## src/rtl/tcu_ctrl_write_ep_if.sv

```systemverilog
// EP write-back bundle: command side (start, EP words, mask,
// active/done) and register-file write port (en/addr/wdata/stall).
interface tcu_ctrl_write_ep_if #(
  parameter int TCU_EP_SIZE       = 16,
  parameter int TCU_REG_ADDR_SIZE = 32,
  parameter int TCU_REG_DATA_SIZE = 64
);
  logic                         write_ep_reg_en_o;
  logic [TCU_REG_ADDR_SIZE-1:0] write_ep_reg_addr_o;
  logic [TCU_REG_DATA_SIZE-1:0] write_ep_reg_wdata_o;
  logic                         write_ep_reg_stall_i;
  logic [TCU_EP_SIZE-1:0]       write_ep_epidx_i;
  logic [TCU_REG_DATA_SIZE-1:0] write_ep_data_0_i;
  logic [TCU_REG_DATA_SIZE-1:0] write_ep_data_1_i;
  logic [TCU_REG_DATA_SIZE-1:0] write_ep_data_2_i;
  logic [2:0]                   write_ep_mask_i;
  logic                         write_ep_start_i;
  logic                         write_ep_active_o;
  logic                         write_ep_done_o;

  modport master (
    input  write_ep_reg_en_o,
    input  write_ep_reg_addr_o,
    input  write_ep_reg_wdata_o,
    output write_ep_reg_stall_i,
    output write_ep_epidx_i,
    output write_ep_data_0_i,
    output write_ep_data_1_i,
    output write_ep_data_2_i,
    output write_ep_mask_i,
    output write_ep_start_i,
    input  write_ep_active_o,
    input  write_ep_done_o
  );

  modport slave (
    output write_ep_reg_en_o,
    output write_ep_reg_addr_o,
    output write_ep_reg_wdata_o,
    input  write_ep_reg_stall_i,
    input  write_ep_epidx_i,
    input  write_ep_data_0_i,
    input  write_ep_data_1_i,
    input  write_ep_data_2_i,
    input  write_ep_mask_i,
    input  write_ep_start_i,
    output write_ep_active_o,
    output write_ep_done_o
  );
endinterface

```

## src/rtl/tcu_ctrl_write_ep.sv

```systemverilog
// Writes up to three masked EP words back to the EP register file,
// in ascending order, honouring the register-port stall.
// Ports: clk_i, reset_i (sync, active high), bus (slave side).
module tcu_ctrl_write_ep #(
  parameter int          TCU_EP_SIZE          = 16,
  parameter int          TCU_REG_ADDR_SIZE    = 32,
  parameter int          TCU_REG_DATA_SIZE    = 64,
  parameter logic [31:0] TCU_REGADDR_EP_START = 32'h0000_0040,
  parameter int          TCU_EP_REG_SIZE      = 24
) (
  input logic                clk_i,
  input logic                reset_i,
  tcu_ctrl_write_ep_if.slave bus
);

  localparam int AW = TCU_REG_ADDR_SIZE;
  localparam int DW = TCU_REG_DATA_SIZE;
  localparam int WW = AW + TCU_EP_SIZE + 8;

  typedef enum logic [2:0] {
    IDLE   = 3'd0,
    WRITE0 = 3'd1,
    WRITE1 = 3'd2,
    WRITE2 = 3'd3,
    FINISH = 3'd4
  } state_t;

  state_t          state_q;
  state_t          idle_nxt;
  state_t          run_nxt;
  logic [2:0]      mask_q;
  logic [DW-1:0]   data_q [3];
  logic [DW-1:0]   din    [3];
  logic [AW-1:0]   base_q;
  logic [AW-1:0]   base_n;
  logic [WW-1:0]   base_w;
  logic [AW-1:0]   addr_q;
  logic [DW-1:0]   wdata_q;
  logic            done_q;
  logic            in_write;

  // Lowest selected word at or above index 'from'.
  function automatic state_t first_set(
    input logic [2:0] m,
    input logic [2:0] from
  );
    first_set = FINISH;
    for (int i = 2; i >= 0; i--) begin
      if (m[i] && (3'(i) >= from)) begin
        first_set = state_t'(3'(i + 1));
      end
    end
  endfunction

  function automatic logic [1:0] widx(input state_t s);
    widx = 2'(3'(s) - 3'd1);
  endfunction

  function automatic logic [AW-1:0] woff(input state_t s);
    woff = AW'({widx(s), 3'b000});
  endfunction

  assign din[0] = bus.write_ep_data_0_i;
  assign din[1] = bus.write_ep_data_1_i;
  assign din[2] = bus.write_ep_data_2_i;

  // Wide product so the EP index never overflows before truncation.
  assign base_w = WW'(TCU_REGADDR_EP_START)
                + WW'(bus.write_ep_epidx_i) * WW'(TCU_EP_REG_SIZE);
  assign base_n = AW'(base_w);

  assign in_write = (state_q == WRITE0) ||
                    (state_q == WRITE1) ||
                    (state_q == WRITE2);

  always_comb begin
    idle_nxt = first_set(bus.write_ep_mask_i, 3'd0);
    run_nxt  = first_set(mask_q, {1'b0, widx(state_q)} + 3'd1);
  end

  always_ff @(posedge clk_i) begin
    if (reset_i) begin
      state_q <= IDLE;
      mask_q  <= '0;
      data_q  <= '{default: '0};
      base_q  <= '0;
      addr_q  <= '0;
      wdata_q <= '0;
      done_q  <= 1'b0;
    end else begin
      done_q <= 1'b0;
      unique case (state_q)
        IDLE: begin
          if (bus.write_ep_start_i) begin
            mask_q  <= bus.write_ep_mask_i;
            data_q  <= din;
            base_q  <= base_n;
            state_q <= idle_nxt;
            done_q  <= (idle_nxt == FINISH);
            if (idle_nxt != FINISH) begin
              addr_q  <= base_n + woff(idle_nxt);
              wdata_q <= din[widx(idle_nxt)];
            end
          end
        end
        WRITE0, WRITE1, WRITE2: begin
          if (!bus.write_ep_reg_stall_i) begin
            state_q <= run_nxt;
            done_q  <= (run_nxt == FINISH);
            if (run_nxt != FINISH) begin
              addr_q  <= base_q + woff(run_nxt);
              wdata_q <= data_q[widx(run_nxt)];
            end
          end
        end
        FINISH: state_q <= IDLE;
        default: state_q <= IDLE;
      endcase
    end
  end

  assign bus.write_ep_reg_en_o    = in_write &
                                    !bus.write_ep_reg_stall_i;
  assign bus.write_ep_reg_addr_o  = addr_q;
  assign bus.write_ep_reg_wdata_o = wdata_q;
  assign bus.write_ep_active_o    = (state_q != IDLE);
  assign bus.write_ep_done_o      = done_q;

endmodule
```

## src/flat_wrapper.sv

```systemverilog
// flat-port wrapper written by rule: the top's interface ports become plain ports
module tcu_ctrl_write_ep_flat 
#(
  parameter int          TCU_EP_SIZE          = 16,
  parameter int          TCU_REG_ADDR_SIZE    = 32,
  parameter int          TCU_REG_DATA_SIZE    = 64,
  parameter logic [31:0] TCU_REGADDR_EP_START = 32'h0000_0040,
  parameter int          TCU_EP_REG_SIZE      = 24
)
  (clk_i, reset_i, bus_write_ep_reg_en_o, bus_write_ep_reg_addr_o, bus_write_ep_reg_wdata_o, bus_write_ep_reg_stall_i, bus_write_ep_epidx_i, bus_write_ep_data_0_i, bus_write_ep_data_1_i, bus_write_ep_data_2_i, bus_write_ep_mask_i, bus_write_ep_start_i, bus_write_ep_active_o, bus_write_ep_done_o);
  tcu_ctrl_write_ep_if #(.TCU_EP_SIZE(TCU_EP_SIZE), .TCU_REG_ADDR_SIZE(TCU_REG_ADDR_SIZE), .TCU_REG_DATA_SIZE(TCU_REG_DATA_SIZE)) bus_i ();
  input logic clk_i;
  input logic reset_i;
  output wire logic [$bits(bus_i.write_ep_reg_en_o)-1:0] bus_write_ep_reg_en_o;
  output wire logic [$bits(bus_i.write_ep_reg_addr_o)-1:0] bus_write_ep_reg_addr_o;
  output wire logic [$bits(bus_i.write_ep_reg_wdata_o)-1:0] bus_write_ep_reg_wdata_o;
  input wire logic [$bits(bus_i.write_ep_reg_stall_i)-1:0] bus_write_ep_reg_stall_i;
  input wire logic [$bits(bus_i.write_ep_epidx_i)-1:0] bus_write_ep_epidx_i;
  input wire logic [$bits(bus_i.write_ep_data_0_i)-1:0] bus_write_ep_data_0_i;
  input wire logic [$bits(bus_i.write_ep_data_1_i)-1:0] bus_write_ep_data_1_i;
  input wire logic [$bits(bus_i.write_ep_data_2_i)-1:0] bus_write_ep_data_2_i;
  input wire logic [$bits(bus_i.write_ep_mask_i)-1:0] bus_write_ep_mask_i;
  input wire logic [$bits(bus_i.write_ep_start_i)-1:0] bus_write_ep_start_i;
  output wire logic [$bits(bus_i.write_ep_active_o)-1:0] bus_write_ep_active_o;
  output wire logic [$bits(bus_i.write_ep_done_o)-1:0] bus_write_ep_done_o;
  assign bus_write_ep_reg_en_o = bus_i.write_ep_reg_en_o;
  assign bus_write_ep_reg_addr_o = bus_i.write_ep_reg_addr_o;
  assign bus_write_ep_reg_wdata_o = bus_i.write_ep_reg_wdata_o;
  assign bus_i.write_ep_reg_stall_i = bus_write_ep_reg_stall_i;
  assign bus_i.write_ep_epidx_i = bus_write_ep_epidx_i;
  assign bus_i.write_ep_data_0_i = bus_write_ep_data_0_i;
  assign bus_i.write_ep_data_1_i = bus_write_ep_data_1_i;
  assign bus_i.write_ep_data_2_i = bus_write_ep_data_2_i;
  assign bus_i.write_ep_mask_i = bus_write_ep_mask_i;
  assign bus_i.write_ep_start_i = bus_write_ep_start_i;
  assign bus_write_ep_active_o = bus_i.write_ep_active_o;
  assign bus_write_ep_done_o = bus_i.write_ep_done_o;
  tcu_ctrl_write_ep #(.TCU_EP_SIZE(TCU_EP_SIZE), .TCU_REG_ADDR_SIZE(TCU_REG_ADDR_SIZE), .TCU_REG_DATA_SIZE(TCU_REG_DATA_SIZE), .TCU_REGADDR_EP_START(TCU_REGADDR_EP_START), .TCU_EP_REG_SIZE(TCU_EP_REG_SIZE)) u_core (.clk_i(clk_i), .reset_i(reset_i), .bus(bus_i));
endmodule
```

## config.mk

```make
export PLATFORM = sky130hd
export DESIGN_NAME = tcu_ctrl_write_ep_flat
export DESIGN_NICKNAME = d
export VERILOG_FILES = /design/src/rtl/tcu_ctrl_write_ep_if.sv /design/src/rtl/tcu_ctrl_write_ep.sv /design/src/flat_wrapper.sv
export SDC_FILE = /design/constraint.sdc
export NUM_CORES = 1
export LEC_CHECK = 0
export ABC_AREA = 1
export BUFFER_PORTS_ARGS = -buffer_cell sky130_fd_sc_hd__buf_2
export CAP_MARGIN = 20
export CELL_PAD_IN_SITES_DETAIL_PLACEMENT = 1
export CELL_PAD_IN_SITES_GLOBAL_PLACEMENT = 1
export CORE_ASPECT_RATIO = 1.75
export CORE_MARGIN = 2
export CORE_UTILIZATION = 39
export CTS_CLUSTER_SIZE = 28
export DETAILED_ROUTE_END_ITERATION = 8
export GPL_TIMING_DRIVEN = 0
export PLACE_DENSITY = 0.83
export SYNTH_ARGS = -nofsm -noshare
export SYNTH_HDL_FRONTEND = slang
export SYNTH_SLANG_ARGS = --single-unit
```

## constraint.sdc

```tcl
create_clock -name clk_i -period 5.1 [get_ports clk_i]
set_clock_uncertainty 0.1 [all_clocks]
set_input_delay 0.765 -clock clk_i [delete_from_list [all_inputs] [get_ports clk_i]]
set_output_delay 0.765 -clock clk_i [all_outputs]
set_load 0.01 [all_outputs]
```

Word level (Yosys, flattened, before mapping):

Index checks and enable logic that the tools add are counted.

* flip-flop bits (word level): 327
* logic and storage cells: 77
* input port bits: 215
* output and inout port bits: 99

* reductions and logical operators: 13
* multipliers: 1
* order comparisons: 5
* multiplexer cells: 28
* equality and inequality tests: 11
* $add $sub $neg: 7
* bitwise operators: 3

Operator list (count)
* $mux W64: 8
* $bmux W64 S2: 2
* $mux W32: 4
* $pmux W64 S2: 1
* $add A32 B5 Y32: 2
* $pmux W32 S2: 1
* $mux W3: 8
* $add A7 B21 Y22 const A: 1
* $mul A16 B2 Y18 const B: 1
* $eq A3 B2 Y1 const B: 2
* $eq A3 B3 Y1 const B: 2
* $ge A1 B3 Y1 const A: 2
* $ge A3 B3 Y1 const B: 2
* $ne A3 B3 Y1 const B: 2
* $not A2 Y3: 2
* $pmux W3 S2: 1
* $sub A2 B1 Y2 const B: 3
* $reduce_and A5 Y1: 1
* $ne A2 B1 Y1 const B: 2
* $ne A2 B2 Y1 const B: 2
* $reduce_and A2 Y1: 2
* $add A2 B1 Y3 const B: 1
* $eq A3 B1 Y1 const B: 1
* $ge A2 B3 Y1 const A: 1
* 10 further kinds: 14

Longest topological paths before layout:

Gate-level depths: netlist of run 1.

* depth in word-level cells: 15
* mapped depth: 25
* gate-level depth less buffers: 24

Worst setup path after synthesis of run 1:

OpenSTA, ideal clock, no wires.

* kind: in2reg
* start: in bus_write_ep_mask_i[1]
* end: reg u_core.addr_q[20], in the netlist u_core.bus.write_ep_reg_addr_o[20]
* setup slack: 1.112 ns
* library setup time: 0.070 ns
* path buffers: 3
* data required time: 4.930 ns
* cell stages on the path: 22
* arrival: 3.818 ns
* cells stage by stage: inv_1 -> a21oi_1 -> clkbuf_1 -> ha_1 -> clkbuf_1 -> inv_1 -> buf_1 -> ha_1 -> inv_1 -> a21oi_1 -> nand2_1 -> nor2_1 -> nand3_1 -> nor2_1 -> nand2_1 -> nor2_4 -> nand2_4 -> nor2_4 -> nand2_1 -> nand2_1 -> nand3_1 -> a21oi_1

* cells in the longest elaborated chain, start to end: 7
* elaborated cells on any way between the ends: 10
* those cells by class: add/sub: 2; eq/ne: 2; mux: 5; reduce/logical: 1

Ends and longest elaborated chain
* from (decl): line flat_wrapper.sv:22 `input wire logic [$bits(bus_i.write_ep_mask_i)-1:0] bus_write_ep_mask_i;`
* $mux W3 (*) (2 in series): line tcu_ctrl_write_ep.sv:49 `if (m[i] && (3'(i) >= from)) begin`
* $sub A2 B1 Y2: line tcu_ctrl_write_ep.sv:56 `widx = 2'(3'(s) - 3'd1);`
* $add A32 B5 Y32: line tcu_ctrl_write_ep.sv:101 `addr_q <= base_n + woff(idle_nxt);`
* $mux W32: line tcu_ctrl_write_ep.sv:100 `if (idle_nxt != FINISH) begin`
* $mux W32: line tcu_ctrl_write_ep.sv:94 `if (bus.write_ep_start_i) begin`
* $pmux W32 S2: line tcu_ctrl_write_ep.sv:92 `unique case (state_q)`
* to (signal assigned): line tcu_ctrl_write_ep.sv:101
* to (signal assigned): line tcu_ctrl_write_ep.sv:111 `addr_q <= base_q + woff(run_nxt);`
* to (decl): line tcu_ctrl_write_ep.sv:37 `logic [AW-1:0] addr_q;`

Every way passes the cells marked *; elsewhere a longest branch is shown, timed or not. The select of a mux whose other input is x is not followed.
A chain may end at the register's enable or synchronous reset.

Worst setup path in the final report of run 1:

Same ends and word-level chain as after synthesis.

==> results of run 1 <==
## tightest hold or removal path, delay by kind of cell
family / cells / cell delay (ps)
AND/OR/NAND/NOR: 2 / 120
buffers and inverters: 1 / 90
## flip-flops by register name, indices dropped and copies added (netlist names)
name / flops
u_core.bus.write_ep_reg_wdata_o: 64
u_core.base_q: 19
u_core.state_q: 3
u_core.data_q: 192
u_core.mask_q: 3
u_core.bus.write_ep_reg_addr_o: 20
u_core.bus.write_ep_done_o: 1
## per-stage QoR
stage               utilization (%)  area (um^2)  cells
floorplan                         -        15800   2312
global placement               44.9        17900   3107
detailed placement             44.9        17900   3108
CTS                            47.6        19000   3159
global route                   47.7        19100   3163
finish                         47.7        19100   3164
## cells by family (layout without fill, tap and decap cells)
group	Yosys count	count (layout)
and+or+nand+nor	792	792
xor gates and xnor gates	9	9
other	1	14
DFF	302	302
buffers and inverters	369	724
AOI/OAI and AO/OA	795	795
adders and majority gates	33	33
## power groups by stage
stage          Sequential [uW]  Clock (uW)  Combinational, uW
2_1_floorplan             3620           0               2960
3_3_place_gp              3600           0               4840
3_5_place_dp              3650           0               5030
4_1_cts                   3610        2540               5090
5_1_grt                   3700        2640               5660
6_report                  3630        2550               5190
## worst paths after layout
kind / from / endpoint / cells past startpoint
setup / recovery: bus_write_ep_mask_i[1] / u_core.bus.write_ep_reg_addr_o[20]$_SDFFE_PP0P_ / 22
hold reg to reg: u_core.data_q[67]$_SDFFE_PP0P_ / u_core.data_q[67]$_SDFFE_PP0P_ / 2
setup reg to reg: u_core.state_q[0]$_SDFFE_PP0P_ / u_core.bus.write_ep_reg_addr_o[21]$_SDFFE_PP0P_ / 20
hold / removal: bus_write_ep_data_2_i[23] / u_core.data_q[23]$_SDFFE_PP0P_ / 3
## repair_timing
action,in CTS,in global routing
endpoints found under the setup margin,6,6
gates cloned,0,0
buffers inserted,0,3
gates resized for setup,2,2
endpoints found under the hold margin,0,0
## layout by cell type, fill, tap and decap left out, types with 4 or more instances in the layout
master                      netlist  routed
sky130_fd_sc_hd__nand2_2         18      19
sky130_fd_sc_hd__o211ai_1        46      46
sky130_fd_sc_hd__nor2_4           8       8
sky130_fd_sc_hd__inv_2            9       9
sky130_fd_sc_hd__ha_1            30      30
sky130_fd_sc_hd__buf_2            6     306
sky130_fd_sc_hd__a211oi_1         4       4
sky130_fd_sc_hd__o21ai_0        440     440
sky130_fd_sc_hd__clkbuf_1       151     149
sky130_fd_sc_hd__clkinv_2         1       7
sky130_fd_sc_hd__clkbuf_8         0       6
sky130_fd_sc_hd__nand2_1        291     290
sky130_fd_sc_hd__bufinv_16        0       8
sky130_fd_sc_hd__conb_1           1      12
sky130_fd_sc_hd__a32oi_1         21      21
sky130_fd_sc_hd__dfxtp_1        302     302
sky130_fd_sc_hd__xor2_1           6       6
sky130_fd_sc_hd__a31oi_1         10      10
sky130_fd_sc_hd__a21oi_1        217     216
sky130_fd_sc_hd__a21oi_2          3       4
sky130_fd_sc_hd__nand3_2          8       8
sky130_fd_sc_hd__nor2_2           7       7
sky130_fd_sc_hd__a41oi_1         44      44
sky130_fd_sc_hd__nand3b_1         7       7
sky130_fd_sc_hd__nor2_1         343     343
sky130_fd_sc_hd__nand4_1         14      14
sky130_fd_sc_hd__clkbuf_16        0      29
sky130_fd_sc_hd__buf_4           13      17
sky130_fd_sc_hd__nor3_1           4       4
sky130_fd_sc_hd__nand3_1         86      86
sky130_fd_sc_hd__inv_1          184     183
## layer usage
metal / up-vias / routed length (um) / part of all wire (%) / GRT usage (%)
met1: 8932 / 24200 / 34 / 31.8
met3: 324 / 3950 / 5.5 / 4.86
li1: 8424 / - / - / -
met5: - / 86 / 0.12 / 0
met4: 12 / 6070 / 8.5 / 24.9
met2: 763 / 37300 / 52 / 62.0
## final cells by class
cell class / count / area, um^2 / share of cell area [%]
diodes: 2 / 5.00 / 0.0263
plain buffers: 172 / 711 / 3.73
clock buffers: 36 / 812 / 4.26
clock inverters: 16 / 285 / 1.50
inverters: 195 / 737 / 3.87
multi-input cells: 1641 / 8300 / 43.6
flip-flops and latches: 302 / 6050 / 31.7
well taps: 495 / 619 / 3.25
repair buffers: 305 / 1540 / 8.09
==> results.txt, run 1 <==
cell-by-cell trace of the critical path = buf_2 > inv_1 > a21oi_2 > clkbuf_2 > ha_1 > inv_1 > buf_1 > ha_1 > nand2_1 > a21oi_1 > nand2_1 > nor2_1 > nand3_1 > nor2_1 > nand2_1 > nor2_4 > nand2_4 > nor2_4 > nand2_1 > nand2_1 > nand3_1 > a21oi_1
kind of cell with the highest combined delay on the critical path = simple AND/OR/NAND/NOR gates
overall via count from detail_route = 18455
Port Buffer Count = 300
worst ir drop on vdd = 0.000266 V
count of antenna-violating nets left after detailed routing = 0
share of the clock period used by the worst path after layout = 92.6%
simple-gate share of the synthesized area = 21.2%
run status = finished clean
largest family of logic cells by synthesized area = compound AO/OA/AOI/OAI gates
largest cells by area after synthesis = sky130_fd_sc_hd__dfxtp_1, sky130_fd_sc_hd__o21ai_0, sky130_fd_sc_hd__nor2_1, sky130_fd_sc_hd__nand2_1, sky130_fd_sc_hd__a21oi_1
Placement Setup Slack = -910 ps
CP max stage delay = 590 ps
data arrival time at the worst-slack endpoint = 5110 ps
die area = 0.0421 mm^2
TritonCTS clock tree = yes
worst reg2reg setup slack = 510 ps
maximum clock frequency = 212 MHz
Synth warnings = 0
number of distinct library cells after synthesis = 44
top fanout value on the critical path = 11
Root Buffer = sky130_fd_sc_hd__clkbuf_16
most frequent cell after synthesis = sky130_fd_sc_hd__o21ai_0
post-route setup slack = 375 ps
CTS Sinks = 302
cell types with the highest counts after synthesis = sky130_fd_sc_hd__o21ai_0, sky130_fd_sc_hd__nor2_1, sky130_fd_sc_hd__dfxtp_1
number of global-route vias before repair = 19748
startpoint-to-endpoint class of the critical path = input port to flop
antenna violations before repair = 7
Top FF cell, synth = sky130_fd_sc_hd__dfxtp_1
clock transition time at the flip-flop clock pins of the worst setup and hold paths = 70 ps
# IOs = 314
share of the synthesized area in compound gates (AO/OA/AOI/OAI) = 27.9%
critical path buffer and inverter count = 5
# Max-Cap Violations = 0
total detailed-routing wirelength = 71600 um
register share of total power = 31.9%
router iterations before antenna repair = 5
number of hold buffers added after CTS = 0
post-detailed-route DRC marker count = 0
count of flip-flops with a built-in enable after synthesis = 0
internal power component = 6160 uW
area added between synthesis and finish = 21.0%
routed len/inst = 22.6 um
RSZ-0062 raised after global routing = false
Synth Register Bits = 302
crit end category = flop
Netlist Area Pre-Place = 0.0158 mm^2
share of power burned in the clock network = 22.4%
CTS H-tree lvls = 1
combined global-route utilization of all metal layers = 33.0%
Synth area leader = sky130_fd_sc_hd__dfxtp_1
effective utilization at floorplan = 39.4%
die boundary height = 270 um
width of the chip = 156 um
Hold/Removal Path Class = input port to flop
adder and majority cell fraction of the synthesized area = 2.76%
layout cells sized above 1 = 16.4%
clock latency at the later pin of the worst-skew pair = 560 ps
wire length of the first global-routing pass = 108000 um
remaining global-route overflow = 0
fill cell total of the finished layout = 5300
Worst Hold Slack = 343 ps
final count of hold timing violations = 0
Post-Syn Instances = 2301
Sw Ratio = 45.8%
post-synthesis share of cell area spent on xor and xnor gates = 0.500%
max-slew violations = 0
Logic pwr share = 45.7%
proportion of netlist area held by the largest area contributor = 38.4%
proportion of synthesized flip-flops having asynchronous set or reset = 0%
DR vias/cell = 5.83
worst-path cell with the longest stage delay = sky130_fd_sc_hd__ha_1
Num CTS Buffers = 28
cell repeated most along the worst path = sky130_fd_sc_hd__nand2_1
min Tclk post-route = 4720 ps
leak pwr = 0.00827 uW
number of core rows = 97
Psw = 5210 uW
total power divided by cell area = 597 mW/mm^2
mean area per synthesized cell = 6.84 um^2
worst-case clock buffer depth = 3
post-layout power = 11400 uW
number of DRC markers in iteration 0 = 1189
Final nets = 2893
Setup crit start kind = input port
final setup violation count = 0
largest net degree at the start of global routing = 16
headroom to the max-slew limit = 30.4%
worst path required time = 5480 ps
Core Area = 0.0399 mm^2
global placement routability congestion = 0.924
transition time at the pin with the least slew margin = 1040 ps
mux contribution to synthesized area = 0%
sequential-to-total area share from yosys stat = 38.4%
Detailed Place HPWL = 55800 um
final sum of negative setup slack = 0 ps
Power figures use the tool's default switching activity.
==> run 2, diff against run 1 <==
- CORE_ASPECT_RATIO: 1.75 -> default
==> results.txt, run 2 (synthesized netlist as in run 1, its figures left out) <==
largest net degree at the start of global routing = 13 (was 16)
launching instance or port of the critical path = u_core.state_q[0]$_SDFFE_PP0P_ (was bus_write_ep_mask_i[1])
leak pwr = 0.00836 uW (was 0.00827 uW)
# IOs = 314 (unchanged)
global placement routability congestion = 0.895 (was 0.924)
routed len/inst = 21.6 um (was 22.6 um)
most common library cell in the layout ignoring fill and taps = sky130_fd_sc_hd__o21ai_0 (unchanged)
worst-path cell with the longest stage delay = sky130_fd_sc_hd__nand2_1 (was sky130_fd_sc_hd__ha_1)
Detailed Place HPWL = 51300 um (was 55800 um)
antenna violations before repair = 14 (was 7)
final standard cell utilization of the core = 48.4% (was 47.7%)
final count of hold timing violations = 0 (unchanged)
total power divided by cell area = 599 mW/mm^2 (was 597 mW/mm^2)
wire length of the first global-routing pass = 105000 um (was 108000 um)
number of DRC markers in iteration 0 = 1748 (was 1189)
Final nets = 2900 (was 2893)
register with the most flip-flops = u_core.data_q (unchanged)
worst path required time = 5410 ps (was 5480 ps)
CTS Sinks = 302 (unchanged)
die boundary height = 205 um (was 270 um)
worst ir drop on vdd = 0.000260 V (was 0.000266 V)
Psw = 5230 uW (was 5210 uW)
startpoint-to-endpoint class of the critical path = flop to flop (was input port to flop)
cell area after placement = 0.0180 mm^2 (was 0.0179 mm^2)
worst-case clock buffer depth = 3 (unchanged)
total routed wire length on the met1 layer = 29200 um (was 24200 um)
top routing layer used = met5 (unchanged)
cell-by-cell trace of the critical path = inv_1 > ha_1 > o21ai_0 > nand2_1 > nand2_1 > clkinvlp_4 > buf_4 > ha_1 > inv_1 > ha_1 > nand3_1 > nand2_1 > nand3_1 > nor2_1 > nand2_1 > nor2_1 > nand2_1 > nor2_1 > nand4_1 > nor2_1 > nand3_1 > a31oi_1 > a21oi_1 (was buf_2 > inv_1 > a21oi_2 > clkbuf_2 > ha_1 > inv_1 > buf_1 > ha_1 > nand2_1 > a21oi_1 > nand2_1 > nor2_1 > nand3_1 > nor2_1 > nand2_1 > nor2_4 > nand2_4 > nor2_4 > nand2_1 > nand2_1 > nand3_1 > a21oi_1)
register share of total power = 31.4% (was 31.9%)
TritonCTS clock tree = yes (unchanged)
Setup crit start kind = flop (was input port)
run status = finished clean (unchanged)
Port Buffer Count = 300 (unchanged)
Sw Ratio = 45.4% (was 45.8%)
met2 routed wirelength = 31600 um (was 37300 um)
hold wc startpoint = u_core.data_q[173]$_SDFFE_PP0P_ (was bus_write_ep_data_2_i[23])
clock transition time at the flip-flop clock pins of the worst setup and hold paths = 60 ps (was 70 ps)
crit end category = flop (unchanged)
count of antenna-violating nets left after detailed routing = 0 (unchanged)
total detailed-routing wirelength = 69300 um (was 71600 um)
met3 WL post-DR = 6100 um (was 3950 um)
final cell area excluding filler cells = 0.0193 mm^2 (was 0.0191 mm^2)
router iterations before antenna repair = 8 (was 5)
remaining global-route overflow = 0 (unchanged)
transition time at the pin with the least slew margin = 1080 ps (was 1040 ps)
clock latency at the later pin of the worst-skew pair = 540 ps (was 560 ps)
top library cells by usage in the layout, fill and taps aside = sky130_fd_sc_hd__o21ai_0, sky130_fd_sc_hd__nor2_1, sky130_fd_sc_hd__buf_2 (unchanged)
number of global-route vias before repair = 18979 (was 19748)
Hold/Removal Path Class = flop to flop (was input port to flop)
RSZ-0062 raised after global routing = false (unchanged)
Logic pwr share = 44.9% (was 45.7%)
layout cells sized above 1 = 16.7% (was 16.4%)
width of the chip = 205 um (was 156 um)
die area = 0.0420 mm^2 (was 0.0421 mm^2)
share of the clock period used by the worst path after layout = 92.1% (was 92.6%)
headroom to the max-slew limit = 27.4% (was 30.4%)
internal power component = 6300 uW (was 6160 uW)
min Tclk post-route = 4700 ps (was 4720 ps)
# Max-Cap Violations = 0 (unchanged)
overall via count from detail_route = 18404 (was 18455)
maximum clock frequency = 213 MHz (was 212 MHz)
cell repeated most along the worst path = sky130_fd_sc_hd__nand2_1 (unchanged)
number of core rows = 73 (was 97)
CTS H-tree lvls = 2 (was 1)
worst reg2reg setup slack = 400 ps (was 510 ps)
effective utilization at floorplan = 39.6% (was 39.4%)
post-route setup slack = 404 ps (was 375 ps)
Core Area = 0.0398 mm^2 (was 0.0399 mm^2)
share of power burned in the clock network = 23.7% (was 22.4%)
top fanout value on the critical path = 9 (was 11)
Num CTS Buffers = 36 (was 28)
area added between synthesis and finish = 22.4% (was 21.0%)
max reg flops = 192 (unchanged)
post-detailed-route DRC marker count = 0 (unchanged)
worst r2r src = u_core.state_q[0]$_SDFFE_PP0P_ (unchanged)
DR vias/cell = 5.73 (was 5.83)
Placement Setup Slack = -925 ps (was -910 ps)
max-slew violations = 0 (unchanged)
final setup violation count = 0 (unchanged)
Root Buffer = sky130_fd_sc_hd__clkbuf_16 (unchanged)
data arrival time at the worst-slack endpoint = 5010 ps (was 5110 ps)
combined global-route utilization of all metal layers = 32.1% (was 33.0%)
CP max stage delay = 500 ps (was 590 ps)
## run 2: changes by cell type in the layout (fill, tap and decap cells not counted), sizes merged
cell / before / now
buf: 328 / 327
clkbuf: 185 / 198
bufinv: 8 / 4
diode: 2 / 11
clkinv: 8 / 13
clkinvlp: 3 / 2
inv: 192 / 191
## run 2: power groups by stage
stage                     clock [uW]  combinational [uW]  sequential [uW]
after detailed placement           0                4990             3630
final                           2740                5180             3620
after global routing            2850                5670             3690
after CTS                       2750                5060             3600
after global placement             0                4770             3590
after floorplan                    0                2960             3620
## run 2: cell type report
class	count	area [um^2]
antenna	11	27.5
clock buffer	49	1060
clock inverter	15	186
fill	5308	20500
buffer	171	707
sequential	302	6050
tap	525	657
timing repair buffer	305	1550
inverter	195	741
multi-input combinational	1641	8300
## run 2: per-stage QoR
step	TNS [ps]	hold WS, ps	instances	total power (uW)
global placement	-4420	340	3137	8360
CTS	0	354	3202	11400
finish	0	357	3214	11500
global route	0	370	3210	12200
floorplan	0	330	2312	6570
detailed placement	-4750	345	3139	8620
## run 2: final timing paths
kind,endpoint,cells after the start
setup / recovery,u_core.bus.write_ep_reg_addr_o[18]$_SDFFE_PP0P_,23
hold / removal,u_core.data_q[173]$_SDFFE_PP0P_,2
setup reg to reg,u_core.bus.write_ep_reg_addr_o[18]$_SDFFE_PP0P_,23
hold reg to reg,u_core.data_q[173]$_SDFFE_PP0P_,2
## run 2: worst max-delay path, delay by kind of cell, from the launching register on
kind,cells,cell delay (ps)
AND/OR/NAND/NOR,13,2070
adder cells (fa/ha/maj),3,830
buffers and inverters,4,600
AO/OA/AOI/OAI,3,560
flip-flops,1,400
## run 2: per-layer routing
metal / vias to the layer above / track usage [%]
met5: - / 0
met4: 12 / 12.6
met3: 161 / 6.51
met2: 831 / 52.2
met1: 8938 / 41.7
li1: 8462 / -
## run 2: what timing repair did
item / 4_1_cts / 5_1_grt
setup buffers: 0 / 3
endpoints found under the setup margin: 5 / 8
gates resized for setup: 1 / 5
hold buffers: 0 / 0
